**src/rtl/mem_port_arbiter.sv**
```systemverilog
// Arbiter sharing one single-ported memory between the fetch and load/store paths.
// Data has fixed priority over fetch, but a waiting fetch is forced through after
// STARVE_MAX consecutive data grants. Only one transaction is in flight at a time,
// and every output is driven straight from a flop.
//
// state      | meaning
// -----------+----------------------------------------------------------
// ST_IDLE    | no transaction in flight; arbitrate on every edge
// ST_ISSUE   | mem_req held with the latched fields until mem_ready
// ST_WAIT_RD | read accepted; waiting for mem_rvalid to route rdata
module mem_port_arbiter #(
  parameter int ADDR_W     = 32,
  parameter int DATA_W     = 32,
  parameter int STARVE_MAX = 4
) (
  input  logic                clk,
  input  logic                reset,
  input  logic                if_req,
  input  logic [ADDR_W-1:0]   if_addr,
  output logic                if_gnt,
  output logic                if_rvalid,
  output logic [DATA_W-1:0]   if_rdata,
  input  logic                d_req,
  input  logic                d_we,
  input  logic [ADDR_W-1:0]   d_addr,
  input  logic [DATA_W-1:0]   d_wdata,
  input  logic [DATA_W/8-1:0] d_be,
  output logic                d_gnt,
  output logic                d_rvalid,
  output logic [DATA_W-1:0]   d_rdata,
  output logic                mem_req,
  output logic                mem_we,
  output logic [ADDR_W-1:0]   mem_addr,
  output logic [DATA_W-1:0]   mem_wdata,
  output logic [DATA_W/8-1:0] mem_be,
  input  logic                mem_ready,
  input  logic                mem_rvalid,
  input  logic [DATA_W-1:0]   mem_rdata,
  output logic                busy
);

  localparam int BE_W  = DATA_W / 8;
  localparam int CNT_W = $clog2(STARVE_MAX + 1);
  localparam logic [CNT_W-1:0] STARVE_LIM = CNT_W'(STARVE_MAX);
  localparam logic OWN_IF = 1'b0;
  localparam logic OWN_D  = 1'b1;

  typedef enum logic [1:0] {
    ST_IDLE    = 2'd0,
    ST_ISSUE   = 2'd1,
    ST_WAIT_RD = 2'd2
  } state_e;

  state_e            state_q, state_d;
  logic              owner_q, owner_d;
  logic [CNT_W-1:0]  starve_q, starve_d;
  logic              mem_req_q, mem_req_d;
  logic              mem_we_q, mem_we_d;
  logic [ADDR_W-1:0] mem_addr_q, mem_addr_d;
  logic [DATA_W-1:0] mem_wdata_q, mem_wdata_d;
  logic [BE_W-1:0]   mem_be_q, mem_be_d;
  logic              if_gnt_q, if_gnt_d;
  logic              d_gnt_q, d_gnt_d;
  logic              if_rvalid_q, if_rvalid_d;
  logic              d_rvalid_q, d_rvalid_d;
  logic [DATA_W-1:0] if_rdata_q, if_rdata_d;
  logic [DATA_W-1:0] d_rdata_q, d_rdata_d;
  logic              busy_q, busy_d;
  logic              pick_d;

  // Next-state, arbitration and registered-output computation
  always_comb begin
    state_d     = state_q;
    owner_d     = owner_q;
    starve_d    = starve_q;
    mem_req_d   = mem_req_q;
    mem_we_d    = mem_we_q;
    mem_addr_d  = mem_addr_q;
    mem_wdata_d = mem_wdata_q;
    mem_be_d    = mem_be_q;
    if_gnt_d    = 1'b0;
    d_gnt_d     = 1'b0;
    if_rvalid_d = 1'b0;
    d_rvalid_d  = 1'b0;
    if_rdata_d  = if_rdata_q;
    d_rdata_d   = d_rdata_q;
    // Data wins any contest unless fetch has been passed over STARVE_MAX times.
    pick_d      = d_req && !(if_req && (starve_q == STARVE_LIM));

    case (state_q)
      ST_IDLE: begin
        if (pick_d) begin
          state_d     = ST_ISSUE;
          owner_d     = OWN_D;
          d_gnt_d     = 1'b1;
          mem_req_d   = 1'b1;
          mem_we_d    = d_we;
          mem_addr_d  = d_addr;
          mem_wdata_d = d_wdata;
          mem_be_d    = d_be;
          if (if_req && (starve_q != STARVE_LIM)) begin
            starve_d = starve_q + 1'b1;
          end
        end else if (if_req) begin
          state_d     = ST_ISSUE;
          owner_d     = OWN_IF;
          if_gnt_d    = 1'b1;
          mem_req_d   = 1'b1;
          mem_we_d    = 1'b0;
          mem_addr_d  = if_addr;
          mem_be_d    = {BE_W{1'b1}};
          starve_d    = '0;
        end
      end
      ST_ISSUE: begin
        if (mem_ready) begin
          mem_req_d = 1'b0;
          // A store is complete at acceptance; only loads wait for data.
          state_d   = mem_we_q ? ST_IDLE : ST_WAIT_RD;
        end
      end
      ST_WAIT_RD: begin
        if (mem_rvalid) begin
          state_d = ST_IDLE;
          if (owner_q == OWN_D) begin
            d_rvalid_d = 1'b1;
            d_rdata_d  = mem_rdata;
          end else begin
            if_rvalid_d = 1'b1;
            if_rdata_d  = mem_rdata;
          end
        end
      end
      default: begin
        state_d   = ST_IDLE;
        mem_req_d = 1'b0;
      end
    endcase

    busy_d = (state_d != ST_IDLE);
  end

  // State and output registers; reset clears everything immediately
  always_ff @(posedge clk or negedge reset) begin
    if (!reset) begin
      state_q     <= ST_IDLE;
      owner_q     <= 1'b0;
      starve_q    <= '0;
      mem_req_q   <= 1'b0;
      mem_we_q    <= 1'b0;
      mem_addr_q  <= '0;
      mem_wdata_q <= '0;
      mem_be_q    <= '0;
      if_gnt_q    <= 1'b0;
      d_gnt_q     <= 1'b0;
      if_rvalid_q <= 1'b0;
      d_rvalid_q  <= 1'b0;
      if_rdata_q  <= '0;
      d_rdata_q   <= '0;
      busy_q      <= 1'b0;
    end else begin
      state_q     <= state_d;
      owner_q     <= owner_d;
      starve_q    <= starve_d;
      mem_req_q   <= mem_req_d;
      mem_we_q    <= mem_we_d;
      mem_addr_q  <= mem_addr_d;
      mem_wdata_q <= mem_wdata_d;
      mem_be_q    <= mem_be_d;
      if_gnt_q    <= if_gnt_d;
      d_gnt_q     <= d_gnt_d;
      if_rvalid_q <= if_rvalid_d;
      d_rvalid_q  <= d_rvalid_d;
      if_rdata_q  <= if_rdata_d;
      d_rdata_q   <= d_rdata_d;
      busy_q      <= busy_d;
    end
  end

  assign if_gnt    = if_gnt_q;
  assign if_rvalid = if_rvalid_q;
  assign if_rdata  = if_rdata_q;
  assign d_gnt     = d_gnt_q;
  assign d_rvalid  = d_rvalid_q;
  assign d_rdata   = d_rdata_q;
  assign mem_req   = mem_req_q;
  assign mem_we    = mem_we_q;
  assign mem_addr  = mem_addr_q;
  assign mem_wdata = mem_wdata_q;
  assign mem_be    = mem_be_q;
  assign busy      = busy_q;

endmodule

```
**config.mk**
```make
export PLATFORM = sky130hd
export DESIGN_NAME = mem_port_arbiter
export DESIGN_NICKNAME = d
export VERILOG_FILES = /design/src/rtl/mem_port_arbiter.sv
export SDC_FILE = /design/constraint.sdc
export NUM_CORES = 1
export LEC_CHECK = 0
export ABC_CLOCK_PERIOD_IN_PS = 4440
export BUFFER_PORTS_ARGS = -buffer_cell sky130_fd_sc_hd__buf_2
export CAP_MARGIN = 5
export CORE_ASPECT_RATIO = 1.5
export CORE_MARGIN = 2
export CORE_UTILIZATION = 43
export DETAILED_ROUTE_END_ITERATION = 12
export PLACE_DENSITY = 0.79
export SETUP_SLACK_MARGIN = 0.1
export SLEW_MARGIN = 10
export SYNTH_ARGS = -nofsm -noshare
export SYNTH_HDL_FRONTEND = slang
export SYNTH_SLANG_ARGS = --single-unit
```
**constraint.sdc**
```tcl
create_clock -name clk -period 4.44 [get_ports clk]
set_clock_uncertainty 0.05 [all_clocks]
set_input_delay 0.888 -clock clk [delete_from_list [all_inputs] [get_ports clk]]
set_output_delay 0.888 -clock clk [all_outputs]
set_load 0.02 [all_outputs]
```
==> impl_metrics.env, run 1 <==
export IMPL_status="completed"
export IMPL_tns_ns=0
export IMPL_arrival_ns=2.90
export IMPL_startpoint_type="flip-flop"
export IMPL_slew_viol_final=0
export IMPL_p_leak_nw=4.11
export IMPL_grt_pass1_vias=4864
export IMPL_n_antenna_cell=0
export IMPL_vias_per_cell=5.11
export IMPL_grt_overflow_total=0
export IMPL_drt_iter0_drc=163
export IMPL_final_cells=918
export IMPL_cts_buffer_depth=2
export IMPL_design_die_area_um2=15400
export IMPL_maxCapViolCount=0
export IMPL_final_net_count=854
export IMPL_cts_buffers=17
export IMPL_synth_seq_cells=145
export IMPL_synth_ff_type="dfrtp_1"
export IMPL_tightestPinTransition_ns=1.01
export IMPL_synth_fp_nets=592
export IMPL_rows=53
export IMPL_vdd_drop_max_uv=402
export IMPL_dp_slack_ns=1.47
export IMPL_path_buf_inv=1
export IMPL_synth_seq_area_share_pct=58.5
export IMPL_cts_resized=0
export IMPL_clkTransAtPathRegs_ns=0.06
export IMPL_post_route_min_period_ns=2.72
export IMPL_whs_ns=0.392
export IMPL_area_growth_pct=33.9
export IMPL_cts_tree="built"
export IMPL_antenna_found_initial=0
export IMPL_synth_top_area_cell="dfrtp_1"
export IMPL_synthArstFlopShare_pct=100
export IMPL_avgRoutedWirePerCell_um=16.4
export IMPL_syn_area_um2=6200
export IMPL_vias=4689
export IMPL_grt_pass1_wl_um=23600
export IMPL_netlist_area_leader_share_pct=58.5
export IMPL_gp_congestion=0.781
export IMPL_max_stage_delay_ns=0.94
export IMPL_path_max_fanout=58
export IMPL_placed_cells=886
export IMPL_ys_top_cells_by_count="145 x dfrtp_1, 82 x mux2_2, 35 x inv_1, 33 x nand3_1, 33 x nand4_1"
export IMPL_hold_violations=0
export IMPL_yosysMostFrequentCell="dfrtp_1"
export IMPL_grt_start_max_net_pins=88
export IMPL_cp_end_kind="flip-flop"
export IMPL_yosysWarnings=0
export IMPL_p_per_area_nw_per_um2=816
export IMPL_dp_hpwl_um=11400
export IMPL_hp_class="in2async"
export IMPL_timing_final_crit_share_pct=61.3
export IMPL_path_class="reg2reg"
export IMPL_avgSynthCellArea_um2=13.7
export IMPL_postCtsHoldBufs=0
export IMPL_timing_fmax_mhz=367
export IMPL_cp_slowest_cell="and2_2"
export IMPL_cp_required_ns=4.62
export IMPL_core_area_um2=14100
export IMPL_relSlewSlack_pct=32.4
export IMPL_grt_use_total_pct=19.5
export IMPL_clk_latency_ns=0.40
export IMPL_synth_edf_count=0
export IMPL_rsz0062_at_grt="no"
export IMPL_htree_levels=4
export IMPL_die_w_um=102
export IMPL_drive_gt1_share_pct=59.5
export IMPL_drt_pass1_iter_count=4
export IMPL_reg2reg_slack_ns=1.72
export IMPL_synth_area_top_cells="dfrtp_1 59%, mux2_2 15%, o221ai_2 7.3%"
export IMPL_synth_cells=451
export IMPL_port_buffers=277
export IMPL_antenna_left=0
export IMPL_cts_setup_buffers=0
export IMPL_start_util_pct=44.1
export IMPL_setup_ws_ns=1.72
export IMPL_boundaryPins=278
export IMPL_path_cells="nor2_4 -> buf_4 -> and2_2 -> o221ai_1"
export IMPL_cts_root_buf="clkbuf_16"
export IMPL_totalWireLength_um=15100
export IMPL_clock_sinks=145
export IMPL_path_delay_family="simple AND/OR/NAND/NOR gates"
export IMPL_setup_violations_final=0
export IMPL_die_y_um=151
export IMPL_route_detailed_drc=0
export IMPL_ys_types=32
export IMPL_fillers=1205
-- state kept, by name, indices dropped and copies added, names as in the netlist --
register and flops:
busy 1, d_gnt 1, d_rdata 32, d_rvalid 1, if_gnt 1, if_rdata 32, if_rvalid 1, mem_addr 32
mem_be 4, mem_req 1, mem_wdata 32, mem_we 1, owner_q 1, starve_q 3, state_q 2
-- layout by cell type, fill, tap and decap left out, drive strengths merged, types with 3 or more instances in the layout --
cell	synthesis	routed
buf	22	281
dfrtp	145	145
mux2	96	96
inv	36	40
nand3	35	35
nand4	33	33
o221ai	32	32
clkbuf	16	20
nand2	8	8
bufinv	0	5
o22a	4	4
o21ai	3	3
nor2	3	3
-- per-layer routing --
metal,track usage (%),vias up,share of wire [%]
li1,-,2165,-
met4,7.40,0,2.3
met3,5.72,29,7.3
met1,20.6,2288,35
met2,35.9,207,55
met5,0,-,0
-- through the flow --
| step | power, W | util, % | instance area, um^2 |
|---|---|---|---|
| floorplan | 0.00434 | - | 6200 |
| global placement | 0.00514 | 54.4 | 7650 |
| detailed placement | 0.00528 | 54.4 | 7650 |
| CTS | 0.00685 | 59.0 | 8300 |
| global route | 0.00717 | 59.0 | 8300 |
| finish | 0.00678 | 59.0 | 8300 |
-- cell families (layout without fill, tap and decap cells) --
family	Yosys count	in the layout	share of synthesized area, %
AOI/OAI and AO/OA	46	46	9.27
adders and majority gates	2	2	0.404
buffers and inverters	74	349	5.83
DFF	145	145	58.5
muxes	96	96	17.4
and+or+nand+nor	88	88	8.52
-- final cells by class --
class                      instances  area, um^2  area share [%]
timing repair buffer             281        1440            17.3
clock inverter                    12         203            2.44
multi-input combinational        232        2210            26.6
inverter                          36         135            1.63
sequential                       145        3630            43.7
clock buffer                      20         447            5.38
tap                              192         240            2.89
-- power breakdown --
| group | internal [W] | total [W] | switching (W) |
|---|---|---|---|
| clock | 0.00102 | 0.00156 | 0.000537 |
| sequential | 0.00196 | 0.00231 | 0.000356 |
| combinational | 0.00115 | 0.00291 | 0.00175 |
| total | 0.00413 | 0.00678 | 0.00265 |
-- worst paths after layout --
check	from	end	depth (start not counted)
worst max register to register	state_q[0]$_DFF_PN0_	mem_addr[31]$_DFFE_PN0P_	4
worst min-delay path	reset	mem_addr[1]$_DFFE_PN0P_	1
worst max-delay path	state_q[0]$_DFF_PN0_	mem_addr[31]$_DFFE_PN0P_	4
worst min register to register	if_rdata[11]$_DFFE_PN0P_	if_rdata[11]$_DFFE_PN0P_	1
max in group asynchronous	reset	d_rdata[5]$_DFFE_PN0P_	2
min in group clk	if_rdata[11]$_DFFE_PN0P_	if_rdata[11]$_DFFE_PN0P_	1
(Power assumes the default switching activity.)
==> inputs of run 2 (changes only) <==
--- a/config.mk
+++ b/config.mk
@@ -5,14 +5,14 @@
 export SDC_FILE = /design/constraint.sdc
 export NUM_CORES = 1
 export LEC_CHECK = 0
-export ABC_CLOCK_PERIOD_IN_PS = 4440
+export ABC_CLOCK_PERIOD_IN_PS = 2500
 export BUFFER_PORTS_ARGS = -buffer_cell sky130_fd_sc_hd__buf_2
 export CAP_MARGIN = 5
 export CORE_ASPECT_RATIO = 1.5
 export CORE_MARGIN = 2
 export CORE_UTILIZATION = 43
 export DETAILED_ROUTE_END_ITERATION = 12
-export PLACE_DENSITY = 0.79
+export PLACE_DENSITY = 0.82
 export SETUP_SLACK_MARGIN = 0.1
 export SLEW_MARGIN = 10
 export SYNTH_ARGS = -nofsm -noshare
==> constraint.sdc (replaced) <==
create_clock -name clk -period 2.5 [get_ports clk]
set_clock_uncertainty 0.05 [all_clocks]
set_input_delay 0.5 -clock clk [delete_from_list [all_inputs] [get_ports clk]]
set_output_delay 0.5 -clock clk [all_outputs]
set_load 0.02 [all_outputs]
==> impl_metrics.env, run 2 (same netlist as run 1, synthesis figures left out) <==
export IMPL_status="completed"
export IMPL_hp_start="d_be[0]"
export IMPL_cts_tree="built"
export IMPL_clkTransAtPathRegs_ns=0.07
export IMPL_cts_root_buf="clkbuf_16"
export IMPL_die_y_um=151
export IMPL_reg2reg_from="starve_q[0]$_DFFE_PN0P_"
export IMPL_grt_use_total_pct=19.6
export IMPL_cts_resized=0
export IMPL_gp_congestion=0.794
export IMPL_reg2reg_slack_ns=0.59
export IMPL_clk_latency_ns=0.40
export IMPL_grt_pass1_vias=4791
export IMPL_grt_overflow_total=0
export IMPL_clock_sinks=145
export IMPL_setup_violations_final=0
export IMPL_min_to="mem_be[0]$_DFFE_PN0P_"
export IMPL_cp_end_kind="flip-flop"
export IMPL_fillers=1189
export IMPL_vdd_drop_max_uv=680
export IMPL_rows=53
export IMPL_cts_setup_buffers=0
export IMPL_mostFrequentLayoutCell="buf_2"
export IMPL_final_cell_mix="276 x buf_2, 145 x dfrtp_1, 82 x mux2_2, 35 x inv_1"
export IMPL_path_class="reg2reg"
export IMPL_dp_slack_ns=0.376
export IMPL_cp_required_ns=2.72
export IMPL_vias=4776
export IMPL_port_buffers=277
export IMPL_startpoint_type="flip-flop"
export IMPL_p_leak_nw=4.14
export IMPL_dp_hpwl_um=11300
export IMPL_grt_pass1_wl_um=23300
export IMPL_multi_input_area_um2=2210
export IMPL_cts_buffers=17
export IMPL_whs_path_depth=2
export IMPL_final_net_count=866
export IMPL_avgRoutedWirePerCell_um=16.3
export IMPL_area_growth_pct=34.9
export IMPL_hp_class="in2reg"
export IMPL_drive_gt1_share_pct=60.2
export IMPL_post_route_min_period_ns=1.91
export IMPL_drt_iter0_drc=90
export IMPL_hold_violations=0
export IMPL_htree_levels=4
export IMPL_design_die_area_um2=15400
export IMPL_vias_per_cell=5.14
export IMPL_timing_final_crit_share_pct=76.4
export IMPL_totalWireLength_um=15200
export IMPL_placed_area_um2=7760
export IMPL_antenna_found_initial=0
export IMPL_area_sequential_um2=3630
export IMPL_relSlewSlack_pct=66.0
export IMPL_path_max_fanout=35
export IMPL_timing_fmax_mhz=523
export IMPL_tns_ns=0
export IMPL_design_area_um2=8360
export IMPL_core_area_um2=14100
export IMPL_route_detailed_drc=0
export IMPL_p_per_area_nw_per_um2=1410
export IMPL_rsz0062_at_grt="no"
export IMPL_grt_start_max_net_pins=51
export IMPL_start_util_pct=44.1
export IMPL_cts_buffer_depth=2
export IMPL_drt_pass1_iter_count=6
export IMPL_die_w_um=102
export IMPL_slew_viol_final=0
export IMPL_boundaryPins=278
export IMPL_maxCapViolCount=0
export IMPL_tightestPinTransition_ns=0.510
export IMPL_arrival_ns=2.13
export IMPL_setup_ws_ns=0.589
export IMPL_antenna_left=0
export IMPL_timing_rr_end="mem_addr[31]$_DFFE_PN0P_"
export IMPL_n_antenna_cell=0
export IMPL_reg2regPathDepth=7
run 2: final cells by class:
type                    instances  share of cell area, %
clock buffers                  19                   5.30
inverters                      36                   1.62
repair buffers                293                   18.6
well taps                     192                   2.87
multi-input cells             232                   26.4
clock inverters                13                   1.78
flip-flops and latches        145                   43.4
run 2: layer usage:
layer  wire length [um]  GRT usage (%)
met5                  0              0
met3               1200           5.86
met1               5560           21.5
met4                407           8.47
met2               8020           34.5
run 2: worst max-delay path: stages, from the launching register on:
cell and delay [ns]:
dfrtp_1 0.38, inv_1 0.06, ha_1 0.22, nand3_2 0.10
buf_4 0.34, and2_2 0.23, buf_12 0.24, o221ai_1 0.16
run 2: metrics by stage:
| stage | power (W) | hold slack [ns] | cells | utilization, % |
|---|---|---|---|---|
| 4_1_cts | 0.0120 | 0.231 | 930 | 59.5 |
| 6_report | 0.0118 | 0.251 | 930 | 59.5 |
| 5_1_grt | 0.0125 | 0.242 | 930 | 59.5 |
| 3_5_place_dp | 0.00942 | 0.419 | 897 | 55.2 |
| 3_3_place_gp | 0.00924 | 0.413 | 897 | 55.2 |
| 2_1_floorplan | 0.00771 | 0.154 | 451 | - |
run 2: report_power, final:
group | leakage (nW) | switching [W] | internal [W] | total [W]
logic | 2.09 | 0.00312 | 0.00213 | 0.00524
clock network | 0.281 | 0.000993 | 0.00151 | 0.00251
registers | 1.77 | 0.000603 | 0.00347 | 0.00408
total | 4.14 | 0.00471 | 0.00711 | 0.0118
run 2: how the worst max path moves through the flow:
stage,slack (ns),from,cells after the start,to
6_report,0.59,starve_q[0]$_DFFE_PN0P_,7,mem_addr[31]$_DFFE_PN0P_
5_1_grt,0.45,starve_q[0]$_DFFE_PN0P_,7,mem_addr[0]$_DFFE_PN0P_
4_1_cts,0.58,starve_q[0]$_DFFE_PN0P_,7,mem_addr[31]$_DFFE_PN0P_
3_5_place_dp,0.38,d_req,5,mem_addr[31]$_DFFE_PN0P_
3_3_place_gp,0.39,d_req,5,mem_addr[0]$_DFFE_PN0P_
2_1_floorplan,0.82,starve_q[0]$_DFFE_PN0P_,7,mem_wdata[0]$_DFFE_PN0P_
run 2: repair_timing:
item	CTS	global route
endpoints found under the hold margin	18	0
endpoints found under the setup margin	0	0
hold buffers	1	0
==> inputs of run 3 (changes only) <==
--- a/config.mk
+++ b/config.mk
@@ -5,14 +5,14 @@
 export SDC_FILE = /design/constraint.sdc
 export NUM_CORES = 1
 export LEC_CHECK = 0
-export ABC_CLOCK_PERIOD_IN_PS = 2500
+export ABC_CLOCK_PERIOD_IN_PS = 1900
 export BUFFER_PORTS_ARGS = -buffer_cell sky130_fd_sc_hd__buf_2
 export CAP_MARGIN = 5
 export CORE_ASPECT_RATIO = 1.5
 export CORE_MARGIN = 2
 export CORE_UTILIZATION = 43
 export DETAILED_ROUTE_END_ITERATION = 12
-export PLACE_DENSITY = 0.82
+export PLACE_DENSITY = 0.79
 export SETUP_SLACK_MARGIN = 0.1
 export SLEW_MARGIN = 10
 export SYNTH_ARGS = -nofsm -noshare
==> constraint.sdc (replaced) <==
create_clock -name clk -period 1.9 [get_ports clk]
set_clock_uncertainty 0.05 [all_clocks]
set_input_delay 0.38 -clock clk [delete_from_list [all_inputs] [get_ports clk]]
set_output_delay 0.38 -clock clk [all_outputs]
set_load 0.02 [all_outputs]
==> impl_metrics.env, run 3 (same netlist as run 1, synthesis figures left out) <==
export IMPL_vias_per_cell=5.12
export IMPL_n_antenna_cell=0
export IMPL_antenna_left=0
export IMPL_post_route_min_period_ns=1.71
export IMPL_path_max_fanout=18
export IMPL_grt_start_max_net_pins=64
export IMPL_pwr_share_comb_pct=44.6
export IMPL_tightestPinTransition_ns=0.467
export IMPL_hold_violations=0
export IMPL_clkTransAtPathRegs_ns=0.06
export IMPL_p_total_w=0.0160
export IMPL_antenna_found_initial=0
export IMPL_path_class="reg2reg"
export IMPL_cts_root_buf="clkbuf_16"
export IMPL_pwr_share_clk_pct=21.9
export IMPL_design_die_area_um2=15400
export IMPL_grt_pass1_wl_um=24300
export IMPL_swShare_pct=39.2
export IMPL_drt_iter0_drc=122
export IMPL_slew_viol_final=0
export IMPL_hp_class="in2reg"
export IMPL_grt_overflow_total=0
export IMPL_vdd_drop_max_uv=884
export IMPL_core_area_um2=14100
export IMPL_rows=53
export IMPL_boundaryPins=278
export IMPL_whs_ns=0.131
export IMPL_clock_sinks=145
export IMPL_final_cell_mix="276 x buf_2, 145 x dfrtp_1, 82 x mux2_2, 35 x inv_1"
export IMPL_totalWireLength_um=15600
export IMPL_power_switching_w=0.00627
export IMPL_rsz0062_at_grt="no"
export IMPL_cp_end_kind="flip-flop"
export IMPL_cts_tree="built"
export IMPL_avgRoutedWirePerCell_um=16.8
export IMPL_maxCapViolCount=0
export IMPL_arrival_ns=1.94
export IMPL_htree_levels=4
export IMPL_timing_final_crit_share_pct=89.8
export IMPL_drt_pass1_iter_count=4
export IMPL_status="completed"
export IMPL_die_w_um=102
export IMPL_vias=4772
export IMPL_relSlewSlack_pct=68.8
export IMPL_area_growth_pct=37.4
export IMPL_clk_latency_ns=0.40
export IMPL_dp_hpwl_um=11400
export IMPL_dp_slack_ns=0.124
export IMPL_setup_violations_final=0
export IMPL_drive_gt1_share_pct=60.4
export IMPL_cp_required_ns=2.13
export IMPL_p_leak_nw=4.22
export IMPL_intPower_w=0.00974
export IMPL_final_net_count=870
export IMPL_grt_use_total_pct=19.9
export IMPL_tns_ns=0
export IMPL_start_util_pct=44.1
export IMPL_route_detailed_drc=0
export IMPL_cts_buffer_depth=2
export IMPL_p_per_area_nw_per_um2=1880
export IMPL_grt_pass1_vias=4985
export IMPL_die_y_um=151
export IMPL_port_buffers=277
export IMPL_timing_fmax_mhz=586
export IMPL_startpoint_type="flip-flop"
export IMPL_cts_buffers=17
export IMPL_mostFrequentLayoutCell="buf_2"
export IMPL_setup_ws_ns=0.193
export IMPL_seq_power_share_pct=33.5
export IMPL_gp_congestion=0.787
## run 3: cell count changes in the layout (fill, tap and decap cells not counted), sizes merged
cell,delta
inv,-2
bufinv,+2
clkbuf,+1
buf,+2
clkinvlp,-2
clkinv,+1
## run 3: final timing paths
path,startpoint,to,slack [ns],depth (start not counted)
max,starve_q[0]$_DFFE_PN0P_,mem_wdata[0]$_DFFE_PN0P_,0.19,7
min,d_be[2],mem_be[2]$_DFFE_PN0P_,0.13,2
max reg2reg,starve_q[0]$_DFFE_PN0P_,mem_wdata[0]$_DFFE_PN0P_,0.19,7
min reg2reg,if_rdata[19]$_DFFE_PN0P_,if_rdata[19]$_DFFE_PN0P_,0.43,1
max in group asynchronous,reset,if_rdata[23]$_DFFE_PN0P_,0.83,3
min in group asynchronous,reset,mem_addr[4]$_DFFE_PN0P_,0.35,2
## run 3: worst max-delay path, stage by stage (launching register included)
cell	delay [ns]
dfrtp_1	0.39
inv_1	0.06
ha_1	0.22
nand3_2	0.11
nand3_4	0.11
inv_4	0.10
buf_12	0.17
mux2_2	0.36
## run 3: area by class of cell
type,instances,area (um^2)
Fill cell,1191,5540
Sequential cell,145,3630
Multi-Input combinational cell,232,2220
Timing Repair Buffer,297,1670
Clock buffer,18,439
Tap cell,192,240
Clock inverter,12,181
Inverter,36,138
## run 3: through the flow
stage | utilization (%) | instances | instance area [um^2]
6_report | 60.6 | 932 | 8510
2_1_floorplan | - | 451 | 6200
3_5_place_dp | 55.6 | 898 | 7820
4_1_cts | 60.1 | 929 | 8450
5_1_grt | 60.6 | 932 | 8510
3_3_place_gp | 55.6 | 898 | 7820
## run 3: power groups by stage
stage               logic [W]  clock network, W  registers, W
floorplan             0.00307                 0       0.00707
global placement      0.00688                 0       0.00534
detailed placement    0.00711                 0       0.00541
CTS                   0.00711           0.00357       0.00538
global route          0.00771           0.00373       0.00554
finish                0.00714           0.00351       0.00536
## run 3: metal layers
layer | vias to the layer above | routed length (um) | GRT usage [%]
li1 | 2186 | - | -
met1 | 2358 | 5640 | 22.1
met2 | 205 | 8560 | 35.8
met3 | 23 | 1110 | 5.77
met4 | 0 | 315 | 7.13
met5 | - | 0 | 0
## run 3: what timing repair did
action,4_1_cts,5_1_grt
gates resized for setup,0,3
endpoints found under the setup margin,0,64
hold buffers,1,0
endpoints found under the hold margin,26,0
buffers inserted,0,1
